===== config.mk =====
export PLATFORM = sky130hd
export DESIGN_NAME = cmd_sequencer
export DESIGN_NICKNAME = d
export VERILOG_FILES = /design/src/rtl/cmd_sequencer.sv
export SDC_FILE = /design/constraint.sdc
export NUM_CORES = 1
export LEC_CHECK = 0
export ABC_AREA = 0
export ABC_CLOCK_PERIOD_IN_PS = 1800
export BUFFER_PORTS_ARGS = -buffer_cell sky130_fd_sc_hd__buf_2
export CAP_MARGIN = 20
export CORE_MARGIN = 2
export CORE_UTILIZATION = 45
export DETAILED_ROUTE_END_ITERATION = 10
export MAX_ROUTING_LAYER = met4
export PLACE_DENSITY_LB_ADDON = 0.3
export SLEW_MARGIN = 20
export SYNTH_ARGS = -nofsm -noshare
export SYNTH_HDL_FRONTEND = slang
export SYNTH_SLANG_ARGS = --single-unit

===== constraint.sdc =====
create_clock -name clk -period 1.8 [get_ports clk]
set_input_delay 0.36 -clock clk [delete_from_list [all_inputs] [get_ports clk]]
set_output_delay 0.36 -clock clk [all_outputs]
set_load 0.03 [all_outputs]

===== src/rtl/cmd_sequencer.sv =====
// Command sequencer: accepts a 16-bit command, dispatches opcodes 1-6 to an
// executor with a timeout, and returns a one-byte ACK/NAK/TMO response.
module cmd_sequencer #(
  parameter int unsigned TIMEOUT = 1000,
  parameter logic [7:0]  ACK     = 8'hA5,
  parameter logic [7:0]  NAK     = 8'h5A,
  parameter logic [7:0]  TMO     = 8'hEE
) (
  input  logic        clk,
  input  logic        rst_n,
  input  logic [15:0] cmd,
  input  logic        cmd_rdy,
  output logic        clr_cmd_rdy,
  input  logic        tx_done,
  output logic        trmt,
  output logic [7:0]  resp,
  output logic        exec_go,
  output logic [3:0]  exec_op,
  output logic [11:0] exec_arg,
  input  logic        exec_done,
  input  logic        exec_err,
  output logic        exec_abort,
  output logic        busy,
  output logic [7:0]  cmd_cnt,
  output logic [7:0]  err_cnt
);

  localparam int unsigned TW = (TIMEOUT > 1) ? $clog2(TIMEOUT) : 1;
  localparam logic [TW-1:0] TMO_LOAD = TW'(TIMEOUT - 1);

  typedef enum logic [2:0] {
    IDLE    = 3'd0,
    DECODE  = 3'd1,
    EXEC    = 3'd2,
    RESP    = 3'd3,
    WAIT_TX = 3'd4
  } state_t;

  state_t        state, state_nxt;
  logic [TW-1:0] tmo_cnt, tmo_cnt_nxt;
  logic          clr_nxt, go_nxt, abort_nxt, trmt_nxt, busy_nxt;
  logic [7:0]    resp_nxt;
  logic          err_inc_c;
  logic          op_exec_c;

  assign op_exec_c = (exec_op != 4'd0) && (exec_op <= 4'd6);

  // State register
  always_ff @(posedge clk or negedge rst_n) begin
    if (!rst_n) state <= IDLE;
    else        state <= state_nxt;
  end

  // Next-state logic
  always_comb begin
    state_nxt = state;
    case (state)
      IDLE:    if (cmd_rdy) state_nxt = DECODE;
      DECODE:  state_nxt = op_exec_c ? EXEC : RESP;
      EXEC:    if (exec_done || (tmo_cnt == '0)) state_nxt = RESP;
      RESP:    state_nxt = WAIT_TX;
      WAIT_TX: if (tx_done) state_nxt = IDLE;
      default: state_nxt = IDLE;
    endcase
  end

  // Next values of the registered outputs; a completion in the expiry cycle beats the timeout
  always_comb begin
    clr_nxt     = 1'b0;
    go_nxt      = 1'b0;
    abort_nxt   = 1'b0;
    resp_nxt    = resp;
    err_inc_c   = 1'b0;
    tmo_cnt_nxt = tmo_cnt;
    case (state)
      IDLE: clr_nxt = cmd_rdy;
      DECODE: begin
        if (exec_op == 4'd0) begin
          resp_nxt = ACK;
        end else if (op_exec_c) begin
          go_nxt      = 1'b1;
          tmo_cnt_nxt = TMO_LOAD;
        end else begin
          resp_nxt  = NAK;
          err_inc_c = 1'b1;
        end
      end
      EXEC: begin
        if (exec_done) begin
          resp_nxt  = exec_err ? NAK : ACK;
          err_inc_c = exec_err;
        end else if (tmo_cnt == '0) begin
          abort_nxt = 1'b1;
          resp_nxt  = TMO;
          err_inc_c = 1'b1;
        end else begin
          tmo_cnt_nxt = tmo_cnt - TW'(1);
        end
      end
      default: ;
    endcase
    trmt_nxt = (state_nxt == RESP);
    busy_nxt = (state_nxt != IDLE);
  end

  // Output and datapath registers
  always_ff @(posedge clk or negedge rst_n) begin
    if (!rst_n) begin
      clr_cmd_rdy <= 1'b0;
      exec_go     <= 1'b0;
      exec_abort  <= 1'b0;
      trmt        <= 1'b0;
      busy        <= 1'b0;
      resp        <= 8'h00;
      exec_op     <= 4'h0;
      exec_arg    <= 12'h000;
      cmd_cnt     <= 8'h00;
      err_cnt     <= 8'h00;
      tmo_cnt     <= '0;
    end else begin
      clr_cmd_rdy <= clr_nxt;
      exec_go     <= go_nxt;
      exec_abort  <= abort_nxt;
      trmt        <= trmt_nxt;
      busy        <= busy_nxt;
      resp        <= resp_nxt;
      tmo_cnt     <= tmo_cnt_nxt;
      if (clr_nxt) begin
        exec_op  <= cmd[15:12];
        exec_arg <= cmd[11:0];
        cmd_cnt  <= cmd_cnt + 8'd1;
      end
      if (err_inc_c && (err_cnt != 8'hFF)) err_cnt <= err_cnt + 8'd1;
    end
  end

endmodule

==> reports/qor.yml <==
clk_latency_ns: 0.31
rows: 26
worstSetupPathType: "flip-flop to flip-flop"
drt_iter0_markers: 33
p_leak_nw: 1.592
core_mm2: 0.005140
ant_nets: 0
synth_edf_count: 0
path_common_cell: "mux2_4"
finalSetupViolCount: 3
num_vias: 1895
first_global_vias: 1864
async_reset_ff_frac: 1.000
slowest_stage: "or4_4"
cp_cell_sequence: "or4_4 -> mux2_4 -> and2_4 -> nand2_4 -> mux2_4"
fin_skew_ns: 0.005546
yosysWarnings: 0
post-dp-hpwl_um: 3632
synth_cell_type_count: 41
cts.path.max_buffers: 2
cap_violations: 0
cts_tree: "yes"
setup_ws_ns: -0.07352
synth_cells: 199
track_usage: 0.1792
htree_levels: 2
synth_area_mm2: 0.002400
drv_slew: 0
place.gp.congestion: 0.7714
dpl_cell_area_mm2: 0.003102
initial_utilization: 0.4669
drc: 0
cts_buffers: 5
synth_top_flop_cell: "dfrtp_1"
drt-pass1-iter-count: 4
rsz0062_at_grt: "true"
die_w_um: 77.03
holdWs_ns: 0.2791
syn_avg_cell_area_um2: 12.06
crit_path_end_kind: "flip-flop"
max_freq_mhz: 533.8
synthTopCellsByArea: "dfrtp_1, mux2_2, xnor2_1, nand2_1, xor2_1"
syn_to_final_growth_pct: 39.00
clk_pin_slew_ns: 0.10
max_stage_delay_ns: 0.54
drive_gt1_frac: 0.5049
synth_largest_area_cell: "dfrtp_1"
design.die.area_mm2: 0.005933
grt_pass1_wl_um: 8314
min_period_over_period: 1.041
stdcell_area_mm2: 0.003336
final_nets: 333
cts-root-buf: "clkbuf_8"
max-vdd-ir-drop_mv: 0.9311
synth_nets: 224
synth.top_cell.area_share: 0.5631
synth_seq_cells: 54
die_y_um: 77.03
status: "finished, violations left"
cp.arrival_ns: 2.07
hold_viol: 0
powerDensity_mw_per_mm2: 1874
power_mw: 6.252
wire_per_inst_um: 13.22
num-fill-cells: 418
cp.required_ns: 2.00
grt_max_degree: 40
violations: "negative setup slack"
relSlewSlack: 0.7502
yosysSeqAreaShare: 0.5631
n_antenna_cell: 0
antenna_found_initial: 0
crit_fanout: 5
holdCritPathClass: "primary input to flip-flop"
tightest_slew_ns: 0.3747
via_per_inst: 5.000
fin_setup_tns_ns: -0.08011
wirelength_um: 5010
cts_sinks: 54
critPathBufInv: 0
critPathLaunchType: "flip-flop"
pin_count: 67
portBuffers: 66
final.min_clock_period_ns: 1.874
grt-ovfl-total: 0
crit_family: "simple AND/OR/NAND/NOR gates"
[cell type report]
class / count / area (um2) / share of cell area
clock buffers: 6 / 72.57 / 0.02176
clock inverters: 2 / 37.54 / 0.01125
inverters: 5 / 21.27 / 0.006377
multi-input cells: 133 / 1081 / 0.3241
flip-flops and latches: 54 / 1355 / 0.4062
well taps: 70 / 87.58 / 0.02626
repair buffers: 109 / 680.7 / 0.2041
[worst paths after layout]
check,start,endpoint,slack (ns),cells past startpoint
max,exec_op[3],err_cnt[1],-0.07,5
min,cmd[13],exec_op[1],0.28,2
max reg2reg,exec_op[3],err_cnt[1],-0.07,5
min reg2reg,cmd_cnt[7],cmd_cnt[7],0.48,1
max in group asynchronous,rst_n,resp[4],0.78,3
min in group asynchronous,rst_n,exec_op[2],0.50,2
[routing by layer]
metal	routed length, um	track usage	vias up	share of wire
met3	184	0.02941	5	0.037
met4	68	0.05893	0	0.014
met2	2581	0.3184	41	0.52
met1	2175	0.2070	911	0.43
li1	-	-	938	-
met5	0	-	-	0
[cells in the mapped netlist (all sizes together) (2+ instances only)]
cell / count
nor3b: 2
and3: 5
o2111ai: 3
nand2: 17
nand4: 4
o21a: 3
o21ai: 5
a21oi: 2
dfrtp: 54
xor2: 6
nor4: 3
nand2b: 4
nand3: 10
o211ai: 2
and4: 2
or3: 5
nor2: 7
mux2: 20
buf: 7
inv: 4
o31ai: 3
nor3: 5
or4: 2
xnor2: 9
ha: 3
and2: 2
nor4b: 2
[flip-flops by register name (all words and copies together) (netlist names), 3 cells and up]
name and cells:
tmo_cnt 10, err_cnt 8, cmd_cnt 8, state 3, resp 4, exec_arg 12
exec_op 4
[worst register-to-register path, cell delays in order (launching register included)]
cell     delay, ns
dfrtp_2       0.42
or4_4         0.54
mux2_4        0.30
and2_4        0.16
nand2_4       0.06
mux2_4        0.29
[metrics by stage]
step	util	instances	setup slack [ns]
floorplan	-	199	-0.1388
global placement	0.6035	364	-0.06306
detailed placement	0.6035	364	-0.09955
CTS	0.6356	376	-0.08127
global route	0.6490	379	-0.1099
finish	0.6490	379	-0.07352
[where the power goes]
group | internal [mW] | switching, mW
clock network | 0.415 | 0.393
registers | 1.69 | 0.356
logic | 1.49 | 1.91
total | 3.59 | 2.66
[repair_timing]
item	4_1_cts	5_1_grt
pin swaps	1	1
buffers inserted	3	3
hold endpoints to repair	15	0
setup endpoints to repair	30	18
gates resized for setup	4	8
hold buffers	1	0
[logic make-up after synthesis]
group	synth area share
buffers and inverters	0.02711
muxes	0.09802
xor gates and xnor gates	0.05475
DFF	0.5631
adders and majority gates	0.01564
and+or+nand+nor	0.1794
AOI/OAI and AO/OA	0.06204
[placed cells by master (no fill, tap or decap), types with 2 or more instances in the layout]
cell type / instances
and3_1: 4
and4_1: 2
buf_12: 2
buf_2: 66
buf_4: 40
clkbuf_8: 5
dfrtp_1: 51
dfrtp_2: 3
ha_1: 3
inv_1: 4
mux2_2: 18
mux2_4: 2
nand2_1: 16
nand2b_1: 4
nand3_1: 10
nand4_1: 4
nor2_1: 7
nor3_1: 4
nor4_4: 3
nor4b_4: 2
o2111ai_1: 3
o211ai_1: 2
o21a_1: 2
o21ai_0: 5
o31ai_1: 2
or3_1: 5
xnor2_1: 9
xor2_1: 6
Note: power is estimated with default switching activity, not from simulation.
